==> src/rtl/periph_bus_decoder.sv <==
// Peripheral-window address decoder with per-slot request fan-out, response
// mux, slave timeout and sticky bus-error reporting.

module periph_bus_decoder_lane (
  input  logic        i_sel,
  input  logic        i_ready,
  input  logic [31:0] i_rdata,
  output logic        o_ready,
  output logic [31:0] o_rdata
);
  // Only the slot currently holding slv_valid may complete or drive data.
  assign o_ready = i_sel & i_ready;
  assign o_rdata = i_sel ? i_rdata : '0;
endmodule

module periph_bus_decoder #(
  parameter int          NUM_SLAVES     = 4,
  parameter logic [31:0] BASE_ADDR      = 32'h0200_0000,
  parameter int          SLOT_BITS      = 16,
  parameter int          TIMEOUT_CYCLES = 255,
  parameter logic [31:0] ERR_RDATA      = 32'hDEAD_BEEF
) (
  input  logic                       sys_clk,
  input  logic                       rst_n,
  input  logic                       periph_mem_valid,
  output logic                       periph_mem_ready,
  input  logic [31:0]                periph_mem_addr,
  input  logic [31:0]                periph_mem_wdata,
  input  logic [3:0]                 periph_mem_wstrb,
  output logic [31:0]                periph_mem_rdata,
  output logic [NUM_SLAVES-1:0]      slv_valid,
  input  logic [NUM_SLAVES-1:0]      slv_ready,
  output logic [SLOT_BITS-1:0]       slv_addr,
  output logic [31:0]                slv_wdata,
  output logic [3:0]                 slv_wstrb,
  input  logic [32*NUM_SLAVES-1:0]   slv_rdata,
  input  logic                       err_clr,
  output logic                       bus_err,
  output logic [7:0]                 err_count,
  output logic [31:0]                err_addr
);

  localparam int              DW      = 32 - SLOT_BITS;
  localparam int              IW      = (NUM_SLAVES > 1) ? $clog2(NUM_SLAVES) : 1;
  localparam logic [DW-1:0]   NS_D    = DW'(NUM_SLAVES);
  localparam logic [15:0]     TO_LAST = 16'(TIMEOUT_CYCLES - 1);

  typedef enum logic [1:0] {S_IDLE, S_ACCESS, S_RESP} state_t;

  typedef struct packed {
    logic [31:0] addr;
    logic [31:0] wdata;
    logic [3:0]  wstrb;
  } req_t;

  state_t                         r_state, w_state_nxt;
  req_t                           r_req;
  logic [NUM_SLAVES-1:0]          r_slv_valid;
  logic [15:0]                    r_tmo_cnt;
  logic [31:0]                    r_rdata;
  logic                           r_bus_err;
  logic [7:0]                     r_err_count;
  logic [31:0]                    r_err_addr;

  logic [DW-1:0]                  w_diff;
  logic                           w_hit;
  logic [IW-1:0]                  w_idx;
  logic                           w_tmo;
  logic                           w_slv_rdy;
  logic [31:0]                    w_rdata_sel;
  logic                           w_err_ev;
  logic [31:0]                    w_err_addr;
  logic [NUM_SLAVES-1:0]          w_lane_rdy;
  logic [NUM_SLAVES-1:0][31:0]    w_lane_rdata;

  // Wrapping subtraction: addresses below the window become huge and miss.
  assign w_diff = periph_mem_addr[31:SLOT_BITS] - BASE_ADDR[31:SLOT_BITS];
  assign w_hit  = (w_diff < NS_D);
  assign w_idx  = w_diff[IW-1:0];
  assign w_tmo  = (r_tmo_cnt == TO_LAST);

  for (genvar g = 0; g < NUM_SLAVES; g++) begin : g_lane
    periph_bus_decoder_lane u_lane (
      .i_sel   (r_slv_valid[g]),
      .i_ready (slv_ready[g]),
      .i_rdata (slv_rdata[32*g +: 32]),
      .o_ready (w_lane_rdy[g]),
      .o_rdata (w_lane_rdata[g])
    );
  end

  always_comb begin
    w_rdata_sel = '0;
    for (int i = 0; i < NUM_SLAVES; i++) w_rdata_sel = w_rdata_sel | w_lane_rdata[i];
  end
  assign w_slv_rdy = |w_lane_rdy;

  always_ff @(posedge sys_clk or negedge rst_n) begin
    if (!rst_n) r_state <= S_IDLE;
    else        r_state <= w_state_nxt;
  end

  always_comb begin
    w_state_nxt = r_state;
    w_err_ev    = 1'b0;
    w_err_addr  = r_req.addr;
    case (r_state)
      S_IDLE: begin
        w_err_addr = periph_mem_addr;
        if (periph_mem_valid) begin
          w_state_nxt = w_hit ? S_ACCESS : S_RESP;
          w_err_ev    = !w_hit;
        end
      end
      S_ACCESS: begin
        // Ready on the final cycle still wins over the timeout.
        if (w_slv_rdy) begin
          w_state_nxt = S_RESP;
        end else if (w_tmo) begin
          w_state_nxt = S_RESP;
          w_err_ev    = 1'b1;
        end
      end
      S_RESP:  w_state_nxt = S_IDLE;
      default: w_state_nxt = S_IDLE;
    endcase
  end

  always_ff @(posedge sys_clk or negedge rst_n) begin
    if (!rst_n) begin
      r_req       <= '0;
      r_slv_valid <= '0;
      r_tmo_cnt   <= '0;
      r_rdata     <= '0;
    end else begin
      case (r_state)
        S_IDLE: begin
          if (periph_mem_valid) begin
            if (w_hit) begin
              r_req       <= '{addr: periph_mem_addr, wdata: periph_mem_wdata,
                               wstrb: periph_mem_wstrb};
              r_slv_valid <= NUM_SLAVES'(1) << w_idx;
              r_tmo_cnt   <= '0;
            end else begin
              r_rdata     <= ERR_RDATA;
            end
          end
        end
        S_ACCESS: begin
          r_tmo_cnt <= r_tmo_cnt + 16'd1;
          if (w_slv_rdy) begin
            r_rdata     <= w_rdata_sel;
            r_slv_valid <= '0;
          end else if (w_tmo) begin
            r_rdata     <= ERR_RDATA;
            r_slv_valid <= '0;
          end
        end
        default: ;
      endcase
    end
  end

  // Error set takes priority over a coincident clear.
  always_ff @(posedge sys_clk or negedge rst_n) begin
    if (!rst_n) begin
      r_bus_err   <= 1'b0;
      r_err_count <= '0;
      r_err_addr  <= '0;
    end else if (w_err_ev) begin
      r_bus_err  <= 1'b1;
      r_err_addr <= w_err_addr;
      if (r_err_count != 8'hFF) r_err_count <= r_err_count + 8'd1;
    end else if (err_clr) begin
      r_bus_err <= 1'b0;
    end
  end

  assign periph_mem_ready = (r_state == S_RESP) && periph_mem_valid;
  assign periph_mem_rdata = r_rdata;
  assign slv_valid        = r_slv_valid;
  assign slv_addr         = r_req.addr[SLOT_BITS-1:0];
  assign slv_wdata        = r_req.wdata;
  assign slv_wstrb        = r_req.wstrb;
  assign bus_err          = r_bus_err;
  assign err_count        = r_err_count;
  assign err_addr         = r_err_addr;

endmodule

==> config.mk <==
export PLATFORM = sky130hd
export DESIGN_NAME = periph_bus_decoder
export DESIGN_NICKNAME = d
export VERILOG_FILES = /design/src/rtl/periph_bus_decoder.sv
export SDC_FILE = /design/constraint.sdc
export NUM_CORES = 1
export LEC_CHECK = 0
export CORE_ASPECT_RATIO = 2
export CORE_MARGIN = 4
export CORE_UTILIZATION = 46
export DETAILED_ROUTE_END_ITERATION = 16
export GPL_TIMING_DRIVEN = 1
export PLACE_DENSITY = 0.88
export SYNTH_ARGS = -nofsm -noshare
export SYNTH_HDL_FRONTEND = slang
export SYNTH_SLANG_ARGS = --single-unit
==> constraint.sdc <==
create_clock -name sys_clk -period 4.15 [get_ports sys_clk]
set_input_delay 1.0375 -clock sys_clk [delete_from_list [all_inputs] [get_ports sys_clk]]
set_output_delay 1.0375 -clock sys_clk [all_outputs]
set_load 0.005 [all_outputs]
==> results of run 1 <==
-- sequential cells by signal (all words and copies together), names as in the netlist, 4 cells and up --
name / cells
err_addr: 32
periph_mem_rdata: 32
slv_wdata: 32
r_req: 16
r_tmo_cnt: 16
slv_addr: 16
err_count: 8
slv_valid: 4
slv_wstrb: 4
-- worst min path at each step --
stage,endpoint,slack (ps)
2_1_floorplan,r_req[61],430
3_3_place_gp,r_req[61],450
3_5_place_dp,r_req[61],460
4_1_cts,r_req[61],470
5_1_grt,r_req[61],490
6_report,r_req[61],470
-- cells in the mapped netlist (all sizes together) --
library cell | n | area (µm²)
o2111ai | 2 | 17.52
clkbuf | 26 | 97.59
nand2b | 5 | 31.28
a221oi | 32 | 280.3
and3b | 1 | 8.760
nor2 | 10 | 47.55
nor4b | 2 | 17.52
and2 | 11 | 68.82
o21ai | 16 | 80.08
ha | 4 | 50.05
nand2 | 14 | 52.55
o311a | 1 | 10.01
and4 | 8 | 70.07
or3 | 8 | 50.05
xnor2 | 3 | 26.28
o31a | 1 | 8.760
a22o | 34 | 297.8
o31ai | 7 | 52.55
and3 | 2 | 12.51
nor3 | 3 | 20.02
a21oi | 16 | 83.83
mux2 | 129 | 1453
and4b | 1 | 10.01
a2bb2oi | 24 | 210.2
nor3b | 1 | 7.510
dfrtp | 163 | 4079
nor4 | 4 | 25.02
buf | 68 | 485.5
or4 | 7 | 52.55
nand4 | 8 | 50.05
nand3 | 6 | 30.03
o211ai | 1 | 7.510
o22ai | 8 | 50.05
inv | 13 | 48.80
-- critical path, cell delays in order --
cell and delay (ps):
sky130_fd_sc_hd__clkdlybuf4s50_1 530, sky130_fd_sc_hd__and3b_1 180, sky130_fd_sc_hd__clkdlybuf4s50_1 530
-- stage by stage --
| step | setup WS (ps) | utilization (%) | hold slack [ps] | std cells |
|---|---|---|---|---|
| 3_3_place_gp | 661.1 | 65.51 | 448.9 | 1096 |
| 6_report | 837.1 | 69.07 | 474.4 | 1128 |
| 2_1_floorplan | 1384 | - | 430.5 | 639 |
| 3_5_place_dp | 547.6 | 65.51 | 455.0 | 1096 |
| 4_1_cts | 827.2 | 69.07 | 471.7 | 1128 |
| 5_1_grt | 746.4 | 69.07 | 486.6 | 1128 |
-- layout make-up --
cell class	count	area, µm²	area share [%]
inverter	13	48.80	0.4193
timing repair buffer	344	3455	29.68
tap	207	259.0	2.225
sequential	163	4079	35.05
multi-input combinational	369	3197	27.47
clock inverter	14	161.4	1.387
clock buffer	18	439.2	3.773
-- power by group through the flow --
stage	sequential (µW)	clock [µW]	combinational (µW)
global route	2310	1690	2530
global placement	2280	0	2320
floorplan	2190	0	1260
detailed placement	2280	0	2360
finish	2260	1590	2340
CTS	2260	1630	2370
-- metal layers --
| metal | share of wire (%) | up-vias |
|---|---|---|
| met1 | 32 | 3065 |
| met4 | 6.4 | 0 |
| li1 | - | 2898 |
| met3 | 6.9 | 66 |
| met5 | 0 | - |
| met2 | 55 | 293 |
-- cell families after synthesis --
logic type / Yosys count
DFF: 163
AOI/OAI and AO/OA: 142
muxes: 129
buffers and inverters: 107
and+or+nand+nor: 91
adders and majority gates: 4
xor gates and xnor gates: 3
-- placed cells by master (no fill, tap or decap), types with 3 or more instances in the layout --
cell type,count
sky130_fd_sc_hd__clkdlybuf4s50_1,332
sky130_fd_sc_hd__dfrtp_1,163
sky130_fd_sc_hd__mux2_2,82
sky130_fd_sc_hd__mux2_1,47
sky130_fd_sc_hd__a22o_1,34
sky130_fd_sc_hd__a221oi_1,32
sky130_fd_sc_hd__a2bb2oi_1,24
sky130_fd_sc_hd__clkbuf_16,17
sky130_fd_sc_hd__a21oi_1,15
sky130_fd_sc_hd__nand2_1,14
sky130_fd_sc_hd__inv_1,13
sky130_fd_sc_hd__o21ai_0,12
sky130_fd_sc_hd__and2_1,11
sky130_fd_sc_hd__and4_1,8
sky130_fd_sc_hd__or3_1,8
sky130_fd_sc_hd__nand4_1,8
sky130_fd_sc_hd__o22ai_1,8
sky130_fd_sc_hd__buf_4,8
sky130_fd_sc_hd__o31ai_1,7
sky130_fd_sc_hd__or4_1,7
sky130_fd_sc_hd__nor2_1,6
sky130_fd_sc_hd__nand3_1,6
sky130_fd_sc_hd__inv_6,6
sky130_fd_sc_hd__nand2b_1,5
sky130_fd_sc_hd__nor4_1,4
sky130_fd_sc_hd__o21ai_1,4
sky130_fd_sc_hd__ha_1,4
sky130_fd_sc_hd__inv_8,4
sky130_fd_sc_hd__xnor2_1,3
sky130_fd_sc_hd__nor2_4,3
sky130_fd_sc_hd__buf_12,3
==> results list, run 1 <==
- Synthesis produced a netlist with a net count of 847.
- No sink is reached through more buffers than the 2 on the longest clock path.
- The final number of max-transition violations is 0.
- Share of power burned in combinational logic: 37.8%
- Critical hold path startpoint: r_req[61]
- Startpoint of the most critical register-to-register path: slv_valid[0]
* Total number of clock tree sinks: ~160
- Area delta synth->final: 47.46%
- The synthesized design contains between 150 and 200 register bits.
- Max-cap violations in this run came to 0.
- Global-route track usage on met2: 41.01%
* Clock insertion delay at the later pin of the skew report: 420 ps
- The total count of hold-check failures in the final report is 0.
- Between clock sinks in the finished design, the worst skew comes to 6.798 ps.
* Post-CTS repair timing setup buffer count: 0
- Overall power consumption: 6190 µW
- Unique cell type count in the Yosys netlist: 41
* XOR/XNOR share of the synthesized area: 0.3329%
* Type of destination of the critical path: output port
- The worst hold path belongs to the class reg -> reg.
- After layout, the worst path uses between 70% and 80% of the clock period.
* Placed wire-length estimate: 16.84 mm
- Arrival time of data at the critical path endpoint: 2280 ps
- Setup repair after global routing missed its margin: no
* Final #Nets: 1116
- Post-synthesis simple-gate area fraction: roughly 7%
- Dominant combinational cell family by area after synthesis: multiplexers
- Measured against the total synthesized area, the mux share comes to 18.41%.
* Summed area of non-filler cells in the final layout: 11640 µm²
- The number of hold buffers added after CTS was 0.
* Clock period minus final worst setup slack: 3313 ps
- Net switching component of the power: 1979 µW
* Highest fanout seen on the critical path: 4
- Complex-gate fraction of the synthesized area: about 14%
* Number of CTS-inserted buffers: 17
* Number of warnings reported in the yosys synthesis log: 0
- DR vias: 6322
- Overall overflow remaining after global route: 0
* TritonCTS clock tree: done
- Routability-driven placement congestion ratio: 0.8349
- The initialized floorplan defines 67 standard-cell rows.
* Proportion of total power due to net switching: 31.98%
- The cell area that synthesis handed to floorplanning was between 7000 and 8000 µm².
- Setup total negative slack on the finished layout was measured at 0 ps.
* Length in cells of the worst reg-to-reg path: 6
* First element of the critical path: periph_mem_valid
- Counting instances, the worst hold path has a depth of 1.
- Internal power comes to 4210 µW.
* Starting Density: 46.84%
- CTS built an H-tree with a depth of 4.
* Initial detailed-routing violation count: 217
- Once placement finished, the instance area stood at between 10000 and 15000 µm².
- Residual antenna-violating net count after detailed routing: 0
- Wirelength per Cell: around 19 µm
* Synthesized instance count: 639
* Vias per Instance: about 5.6
- Inserted Diodes: 0
* Fmax: 0.3018 GHz
- For this run, global-route usage on met3 was measured as 5.227%.
- I/O pin cnt: 334
- Share of total power in sequential cells: 36.6%
* Total Die Area: 19440 µm²
- met2 is the most crowded layer.
- Kind of launch point of the worst setup path: input pin
* GRT Resource Usage Total: 22.33%
* Fill cell instance count of the final layout: 1191
- The setup check on the worst reg-to-reg path leaves a slack of 1520 ps.
- DRC violation count after routing: 0
- Number of iterations in the first detailed-routing pass: 5
* Leakage Power: 0.004963 µW
* Vias in the first global route: 6823
* Clock edge transition at the registers on the reported setup and hold paths: 60 ps
- Met1 layer usage reported by global route: 20.93%
- Avg Inst Size Synth: 12.35 µm²
- Fraction of layout cells with a size suffix above 1: between 10% and 20%
* Initial antenna violation count: 0
- Worst endpoint required time: 3110 ps
* Adder and majority cell fraction of the synthesized area: 0.6341%
- Die Ht: 193.2 µm
- Final setup viols: 0
- R2R Path End: err_addr[24]
- Pin count of the biggest net entering global routing: a little over 70
- Wires add up to approximately 22 mm.
- CTS placed an instance of sky130_fd_sc_hd__clkbuf_16 at the clock tree root.
* IO buf count: ~330
- Tightest Pin Transition: 1153 ps
- Measured against its own limit, the worst slew margin works out to 23.16%.
- VDD sags by at most 367.0 µV.
- Result of the run: completed
* Clk network pwr share: about a quarter
- Area inside the core boundary: 16850 µm²
- Power density over the cells: 531.8 nW/µm²
- Fraction of the yosys area taken by sequential cells: 51.68%
* Type of the worst setup path: in -> out
- The first global-routing pass estimated roughly 34 mm of wire.
- In this run the horizontal extent of the chip is 100.6 µm.
- Capture point of the critical path: periph_mem_ready
* Count of instances resized after the clock tree is built: 0
Note: power is estimated with default switching activity, not from simulation.
==> run 2, diff against run 1 <==
Settings changed: CORE_UTILIZATION 46 to 43, PLACE_DENSITY 0.88 to 0.83.
Clock period 4.15 ns to 3.5 ns, I/O delays scaled along.
==> results list, run 2 (synthesis results as in run 1) <==
- TritonCTS built the clock tree.
- Starting Density: between 40 and 50%
* Fmax: 0.3261 GHz
* Count of instances resized after the clock tree is built: 0
- Data on the critical path is required at its endpoint by 2620 ps.
- Placed instance count: around 1.1k
- Overall overflow remaining after global route: 0
* Setup TNS Final: 0 ps
- Placed standard-cell area: 11090 µm²
- After floorplanning, the core was sized to cover 17870 µm².
- Tightest Pin Transition: 1042 ps
- Power density over the cells: between 600 and 700 nW/µm²
* GRT Resource Usage Total: 21.49%
- The final number of max-transition violations is 0.
- First element of the critical path: periph_mem_valid
* Wirelength per Cell: approximately 20 µm
- Minimum setup slack after placement: ~170 ps
- The worst hold path belongs to the class in -> async.
- Fill cells in the final layout number 1356.
- In the final design database the tool counted 1118 nets.
* Share of total power in sequential cells: a little over a third
- Fraction of layout cells with a size suffix above 1: 14.52%
- Final setup viols: 0
* Type of the worst setup path: in -> out
- The analysis attributes to net switching a power of 2383 µW.
- The internal portion of the total power is about 5000 µW.
* Hold Violations, Final: 0
* Peak ir drop on the vdd network: between 300 and 400 µV
* Number of iterations in the first detailed-routing pass: 4
- R2R Path End: err_addr[19]
* Clock tree root buffer cell: sky130_fd_sc_hd__clkbuf_16
* Kind of launch point of the worst setup path: input pin
* Residual antenna-violating net count after detailed routing: 0
- Subtracting the final worst setup slack from the clock period gives about 3000 ps.
- The clock network accounts for 25.8% of the total power.
- After detailed routing, the total wire length is approximately 22 mm.
- Final non-filler cell total: 1137
- The die covers 20720 µm².
- Area delta synth->final: 48.32%
- Pin count of the biggest net entering global routing: 75
* Number of levels in the clock H-tree: 4
- The number of antenna violations at the first check in global routing is 1.
* Summed area of non-filler cells in the final layout: 11710 µm²
- Measured in cells, the most critical reg-to-reg path has a length of 7.
- Data arrives at the worst endpoint at approximately 2200 ps.
- Max-cap violations in this run came to 0.
- Leaving out fill and tap cells, the most frequent cell in the layout is sky130_fd_sc_hd__clkdlybuf4s50_1.
- In the finished design, the share of the clock period the worst path needs comes to 87.60%.
* DR vias: 6318
* Slack of the worst reg-to-reg path: 1220 ps
* Type of destination of the critical path: output port
* Setup repair after global routing missed its margin: no
- Measured against its own limit, the worst slew margin works out to 30.45%.
- Highest-count cells in the layout ignoring fill and taps: sky130_fd_sc_hd__clkdlybuf4s50_1, sky130_fd_sc_hd__dfrtp_1, sky130_fd_sc_hd__mux2_2
* IO buf count: 333
- Total number of clock tree sinks: 163
- Die X: 103.8 µm
* Startpoint of the most critical register-to-register path: slv_valid[1]
- Dividing the detail-routed via count by the number of cells gives 5.557.
* Post-CTS repair timing setup buffer count: 0
- The first global-routing pass estimated 35.47 mm of wire.
- At the later pin of the worst-skew pair, clock insertion delay measures 430 ps.
- In this run switching power makes up 32.25% of total power.
- Total area of sequential cells: 4079 µm²
- Die Ht: ~200 µm
- Once layout is complete, the utilization of the core stands at 65.50%.
* Initial detailed-routing violation count: 271
* Share of power burned in combinational logic: 39.0%
* Vias in the first global route: 6893
- In this run the static leakage power is approximately 0.005 µW.
- Area occupied by multi-input gates: 3197 µm²
* Highest fanout seen on the critical path: 4
- Clock edge transition at the registers on the reported setup and hold paths: around 70 ps
- DRC violation count after routing: 0
- The run finished with clean final reports.
* Post-route worst setup slack: roughly 430 ps
- TritonCTS created 17 clock buffers.
- Pin placement for this block handled 334 I/O pins.
- The congestion estimate from routability-driven global placement came to 0.8325.
* Number of placement rows: 69
* Skew final: 14.44 ps
* Maximum clock path buffer count: 2
* Placed wire-length estimate: 17.14 mm
* Number of hold buffers added after cts: 0
run 2: through the flow:
step | hold slack, ps | power, µW
6_report | 442.4 | 7388
5_1_grt | 498.9 | 7814
4_1_cts | 472.0 | 7479
3_5_place_dp | 448.4 | 5535
3_3_place_gp | 447.9 | 5469
2_1_floorplan | 430.5 | 4082
run 2: power by group through the flow:
stage	registers, µW	clock network, µW	logic (µW)
after floorplan	2590	0	1490
after global placement	2620	0	2850
after detailed placement	2620	0	2910
after CTS	2600	1950	2920
after global routing	2660	2030	3130
final	2600	1910	2880
run 2: cell type report:
cell class | count | area share, %
antenna | 1 | 0.02138
clock buffer | 17 | 3.634
clock inverter | 15 | 1.646
inverter | 13 | 0.4168
multi-input combinational | 369 | 27.31
sequential | 163 | 34.84
tap | 213 | 2.277
timing repair buffer | 346 | 29.85
run 2: metal layers:
metal  vias to the layer above  global-route usage [%]  share of wire, %
li1                       2899                       -                 -
met1                      3094                   21.15                34
met2                       275                   41.06                55
met3                        50                   4.850               5.7
met4                         0                   12.13               5.1
met5                         -                       0                 0
run 2: worst max path at each step:
stage	end	slack, ps
6_report	periph_mem_ready	430
5_1_grt	periph_mem_ready	400
2_1_floorplan	err_addr[22]	900
4_1_cts	periph_mem_ready	430
3_5_place_dp	r_tmo_cnt[14]	170
3_3_place_gp	r_tmo_cnt[10]	240
run 2: critical path: stages:
cell and delay (ps):
sky130_fd_sc_hd__clkdlybuf4s50_1 540, sky130_fd_sc_hd__and3b_1 220, sky130_fd_sc_hd__clkdlybuf4s50_1 550
==> run 3, diff against run 2 <==
Settings changed: CTS_CLUSTER_DIAMETER from default to 40.
==> results of run 3 <==
No change in the layout: final DEF, timing and power equal those of run 2.
==> RTL edit 1 (flow settings as in run 3) <==
Make the reset (`rst_n`) synchronous in 3 clocked blocks.
--- a/src/rtl/periph_bus_decoder.sv
+++ b/src/rtl/periph_bus_decoder.sv
@@ -96,5 +96,5 @@
   assign w_slv_rdy = |w_lane_rdy;
 
-  always_ff @(posedge sys_clk or negedge rst_n) begin
+  always_ff @(posedge sys_clk) begin
     if (!rst_n) r_state <= S_IDLE;
     else        r_state <= w_state_nxt;
@@ -127,5 +127,5 @@
   end
 
-  always_ff @(posedge sys_clk or negedge rst_n) begin
+  always_ff @(posedge sys_clk) begin
     if (!rst_n) begin
       r_req       <= '0;
@@ -163,5 +163,5 @@
 
   // Error set takes priority over a coincident clear.
-  always_ff @(posedge sys_clk or negedge rst_n) begin
+  always_ff @(posedge sys_clk) begin
     if (!rst_n) begin
       r_bus_err   <= 1'b0;
Formal check against the unedited RTL: differs if rst_n is asserted again (counterexample within 4 cycles, from zero or initial values and one cycle with rst_n low); with rst_n held inactive, the same outputs for 4 cycles.
==> RTL edit 1 against run 3 <==
Synthesized area is 4.8% lower; worst setup slack better by 0.033 ns; wire length increased by 12%; critical path depth stayed put; non-clock buffer count grew 8; first-iteration DRC count grew 18%; sequential cell count unchanged; final area shrank 4.6%; count of clock-buffer cells in the layout is 2 higher; via count increased by 14%; critical path type unchanged; largest cell class is now buffers.
Power is not compared: it rests on default switching activity, and its combinational part moved more than twofold at a synthesized area within 25%.
==> RTL edit 1: results (changes against run 3) <==
Placement Setup Slack 0.169 ns (-0.00333 ns); post-DP HPWL 18800 um (+9.9%); RR Startpoint r_state[1]; Post-synth top cells nand2_1, dfxtp_1, buf_4, nor2_1, a22oi_1; GRT Overall Usage 24.3% (+2.9 points); status finished, final reports clean; CP max stage cell clkdlybuf4s50_1; gpl congestion 0.890 (+6.9%); CP peak stage delay 0.57 ns (+0.02 ns); NumNets Final 1309 (+17%); prevailing post-synth register cell dfxtp_1; Seq/Total Area, Yosys 43.4% (-8.2 points); vias 7185 (+14%); synthesized netlist net count 1058 (+25%); Setup Skew 0.00796 ns (-0.00648 ns); CP arrival 2.16 ns (-0.03 ns); HP Class reg2reg; synth top area cells dfxtp_1, nand2_1, buf_4; Antenna diodes 0 (-1); largest net degree at the start of global routing 73 (-2.7%); first-pass GRT wire length 37800 um (+6.6%); fillers 1406 (+3.7%); proportion of layout cells with a drive suffix above 1 8.53% (-6.0 points); worst-path fanout max 5 (+1); Detailed Routing Iterations Pass 1 5 (+1); Leak 4.10 nW; Yosys cell types 49 (+20%); final WL 24900 um (+12%); power after layout 4.34 mW; actual slew at the worst max-slew pin 0.627 ns (-0.415 ns); initial antenna violation count 0 (-1); Hold Slack 0.451 ns (+0.00838 ns); initial DRC count 319 (+18%); post-synthesis async set-or-reset flop share 0% (-100 points)
==> RTL edit 1: changes by cell type in the layout (fill, tap and decap cells not counted), moves of 25 or more <==
cell             run 3  this run
nand2_1             14       180
a311oi_2             0        31
a22oi_1              0        51
dfrtp_1            163         0
mux2_2              82         0
nor2_1               6        56
mux2_1              47         0
dfxtp_1              0       163
a21oi_1             15        40
==> RTL edit 1: path summary, 6_finish.rpt <==
| kind | slack (ns) | end | cells past startpoint |
|---|---|---|---|
| worst max-delay path | 0.47 | periph_mem_ready | 3 |
| worst min-delay path | 0.45 | slv_wstrb[3] | 2 |
| worst max register to register | 1.28 | err_count[6] | 7 |
| worst min register to register | 0.45 | slv_wstrb[3] | 2 |
==> RTL edit 1: worst reg2reg max path: cells and delay by family, from the launching register on <==
| kind | cells | cell delay [ns] |
|---|---|---|
| compound gates | 2 | 0.42 |
| simple gates | 4 | 1.00 |
| flops | 1 | 0.40 |
| buf+inv | 1 | 0.31 |
==> RTL edit 1: cells by family (layout without fill, tap and decap cells) <==
logic type / Yosys count / in the layout / share of synthesized area [%]
DFF: 163 / 163 / 43.4
buffers and inverters: 139 / 403 / 10.5
and+or+nand+nor: 316 / 316 / 18.7
muxes: 3 / 3 / 0.400
AOI/OAI and AO/OA: 210 / 210 / 24.6
adders and majority gates: 4 / 4 / 0.666
xor gates and xnor gates: 15 / 15 / 1.75
==> RTL edit 1: final cells by class <==
cell class	instances	area [um2]	share of cell area, %
clock inverters	13	124	1.11
inverters	17	63.8	0.572
flip-flops and latches	163	3260	29.2
repair buffers	354	3520	31.6
multi-input cells	548	3470	31.1
well taps	210	263	2.35
clock buffers	19	453	4.06
==> RTL edit 1: per-stage QoR <==
| step | std cells | instance area (um2) |
|---|---|---|
| final | 1324 | 11200 |
| after global routing | 1324 | 11200 |
| after CTS | 1324 | 11200 |
| after detailed placement | 1292 | 10600 |
| after global placement | 1292 | 10600 |
| after floorplan | 850 | 7510 |
==> RTL edit 1: routing by layer <==
layer | share of wire (%) | GRT usage, %
met5 | 0 | 0
met2 | 53 | 44.7
met1 | 37 | 26.3
met3 | 6.5 | 5.50
met4 | 3.1 | 9.27
==> RTL edit 1: power groups by stage <==
stage | logic [mW] | registers (mW) | clock network (mW)
global placement | 0.568 | 1.98 | 0
finish | 0.574 | 1.94 | 1.82
CTS | 0.579 | 1.94 | 1.86
detailed placement | 0.575 | 1.99 | 0
global route | 0.610 | 1.95 | 1.94
floorplan | 0.176 | 1.98 | 0
==> RTL edit 2 (config.mk and constraints of run 3) <==
Without the edit above. Change the parameter `NUM_SLAVES` from 4 to 8.
--- a/src/rtl/periph_bus_decoder.sv
+++ b/src/rtl/periph_bus_decoder.sv
@@ -15,5 +15,5 @@
 
 module periph_bus_decoder #(
-  parameter int          NUM_SLAVES     = 4,
+  parameter int          NUM_SLAVES     = 8,
   parameter logic [31:0] BASE_ADDR      = 32'h0200_0000,
   parameter int          SLOT_BITS      = 16,
Interface: changed (resized slv_rdata, slv_ready and slv_valid); port bits go from 334 to 470. No check against the original RTL was run, so the function may have changed too.
==> RTL edit 2 against run 3 <==
Wire length increased by 79%; synthesized cell count increased by 42%; critical path depth increased by 5; final area increased by 20%; critical endpoint is now periph_mem_rdata[22]; synthesized area increased by 13%; worst setup slack improved by 0.030 ns; sequential cell count increased by 4.
Power is not compared: it rests on default switching activity, and its combinational part moved more than twofold at a synthesized area within 25%.
==> RTL edit 2: results (changes against run 3) <==
Synth Area in Compound Gates 17.5% (+3.5 points); Gate Count Post-Synth 905 (+42%); Setup Skew 0.00761 ns (-0.00683 ns); Yosys cell types 46 (+12%); met3 usage 17.1% (+12 points); Hold Slack 0.477 ns (+0.0347 ns); status finished, final reports clean; Placement Setup Slack -0.0277 ns (-0.200 ns); port bufs 469 (+41%); Seq/Total Area, Yosys 46.9% (-4.8 points); synthesized netlist net count 1245 (+47%); post-place instance area 0.0135 mm2 (+21%); synth top area cells dfrtp_1, a22oi_1, mux2_2; Worst R2R Path Depth 6 (-1); Inst Count DP 1539 (+39%); initial antenna violation count 33 (+32); Detailed Routing Iterations Pass 1 8 (+4); Avg WL per Cell 25.1 um (+28%); CP arrival 3.30 ns (+1.11 ns); fillers 1509 (+11%); met2 Use GR 53.8% (+13 points); initial DRC count 597 (+120%); fin crit share 86.8% (-0.85 points); GRT Overall Usage 33.7% (+12 points); setup bufs post-CTS 0 (unchanged); largest net degree at the start of global routing 80 (+6.7%); worst vdd ir 431 uV; mux cell area share after synthesis 10.1% (-8.3 points); worst-path fanout max 33 (+29); final WL 39800 um (+79%); worst reg2reg path endpoint periph_mem_rdata[22]; post-DP HPWL 30700 um (+79%); RR Startpoint r_tmo_cnt[0]; Synth Area in Adders 0.562% (-0.072 points); yosys warns 0 (unchanged); Post-synth top cells nand2_1, dfrtp_1, a22oi_1, mux2_2, buf_4; NumNets Final 1632 (+46%); first-pass GRT wire length 57700 um (+63%); GR met1 Demand/Resource 36.1% (+15 points); Max-slew headroom 33.6% (+3.2 points); via/cell ratio 5.77 (+3.9%); XOR/XNOR share of the synthesized area 0.492% (+0.16 points); crit path kind in2reg; Critical path origin periph_mem_addr[25]; vias in the first global route 9607 (+39%); r2r setup slk 0.96 ns (-0.26 ns); gpl congestion 0.993 (+19%); proportion of layout cells with a drive suffix above 1 11.0% (-3.5 points)
RTL edit 2: kinds of logic after synthesis:
logic type / Yosys count
and+or+nand+nor: 295
AOI/OAI and AO/OA: 212
DFF: 167
buffers and inverters: 143
muxes: 79
xor gates and xnor gates: 5
adders and majority gates: 4
RTL edit 2: layout make-up:
cell class | instances | area, um2 | share of cell area (%)
Timing Repair Buffer | 493 | 4930 | 35.0
Sequential cell | 167 | 4180 | 29.7
Multi-Input combinational cell | 595 | 3960 | 28.1
Clock buffer | 21 | 460 | 3.27
Tap cell | 266 | 333 | 2.36
Clock inverter | 11 | 138 | 0.977
Inverter | 18 | 67.6 | 0.479
Antenna cell | 13 | 32.5 | 0.231
RTL edit 2: layer usage:
layer  routed length [um]  vias up
met5                  262        -
met4                 2060       42
met3                 5030      139
met2                18900      547
met1                13600     4416
li1                     -     3998
RTL edit 2: power breakdown:
group          leakage (nW)  switching, mW  internal [mW]  total, mW
Sequential             2.11          0.111           2.03       2.14
Clock                 0.283          0.825           1.10       1.93
Combinational          3.46          0.326          0.640      0.965
RTL edit 2: worst min path at each step:
stage | start | endpoint
after floorplan | r_req[61] | r_req[61]
after global placement | r_req[63] | r_req[63]
after detailed placement | r_req[61] | r_req[61]
after CTS | r_req[61] | r_req[61]
after global routing | slv_wdata[18] | slv_wdata[18]
final | rst_n | slv_wdata[5]
RTL edit 2: critical path: stages:
cell	delay, ns
clkdlybuf4s50_1	0.49
inv_1	0.05
ha_1	0.27
nor4b_1	0.13
and4_1	0.25
o21a_1	0.25
a21oi_4	0.75
o21ai_0	0.18
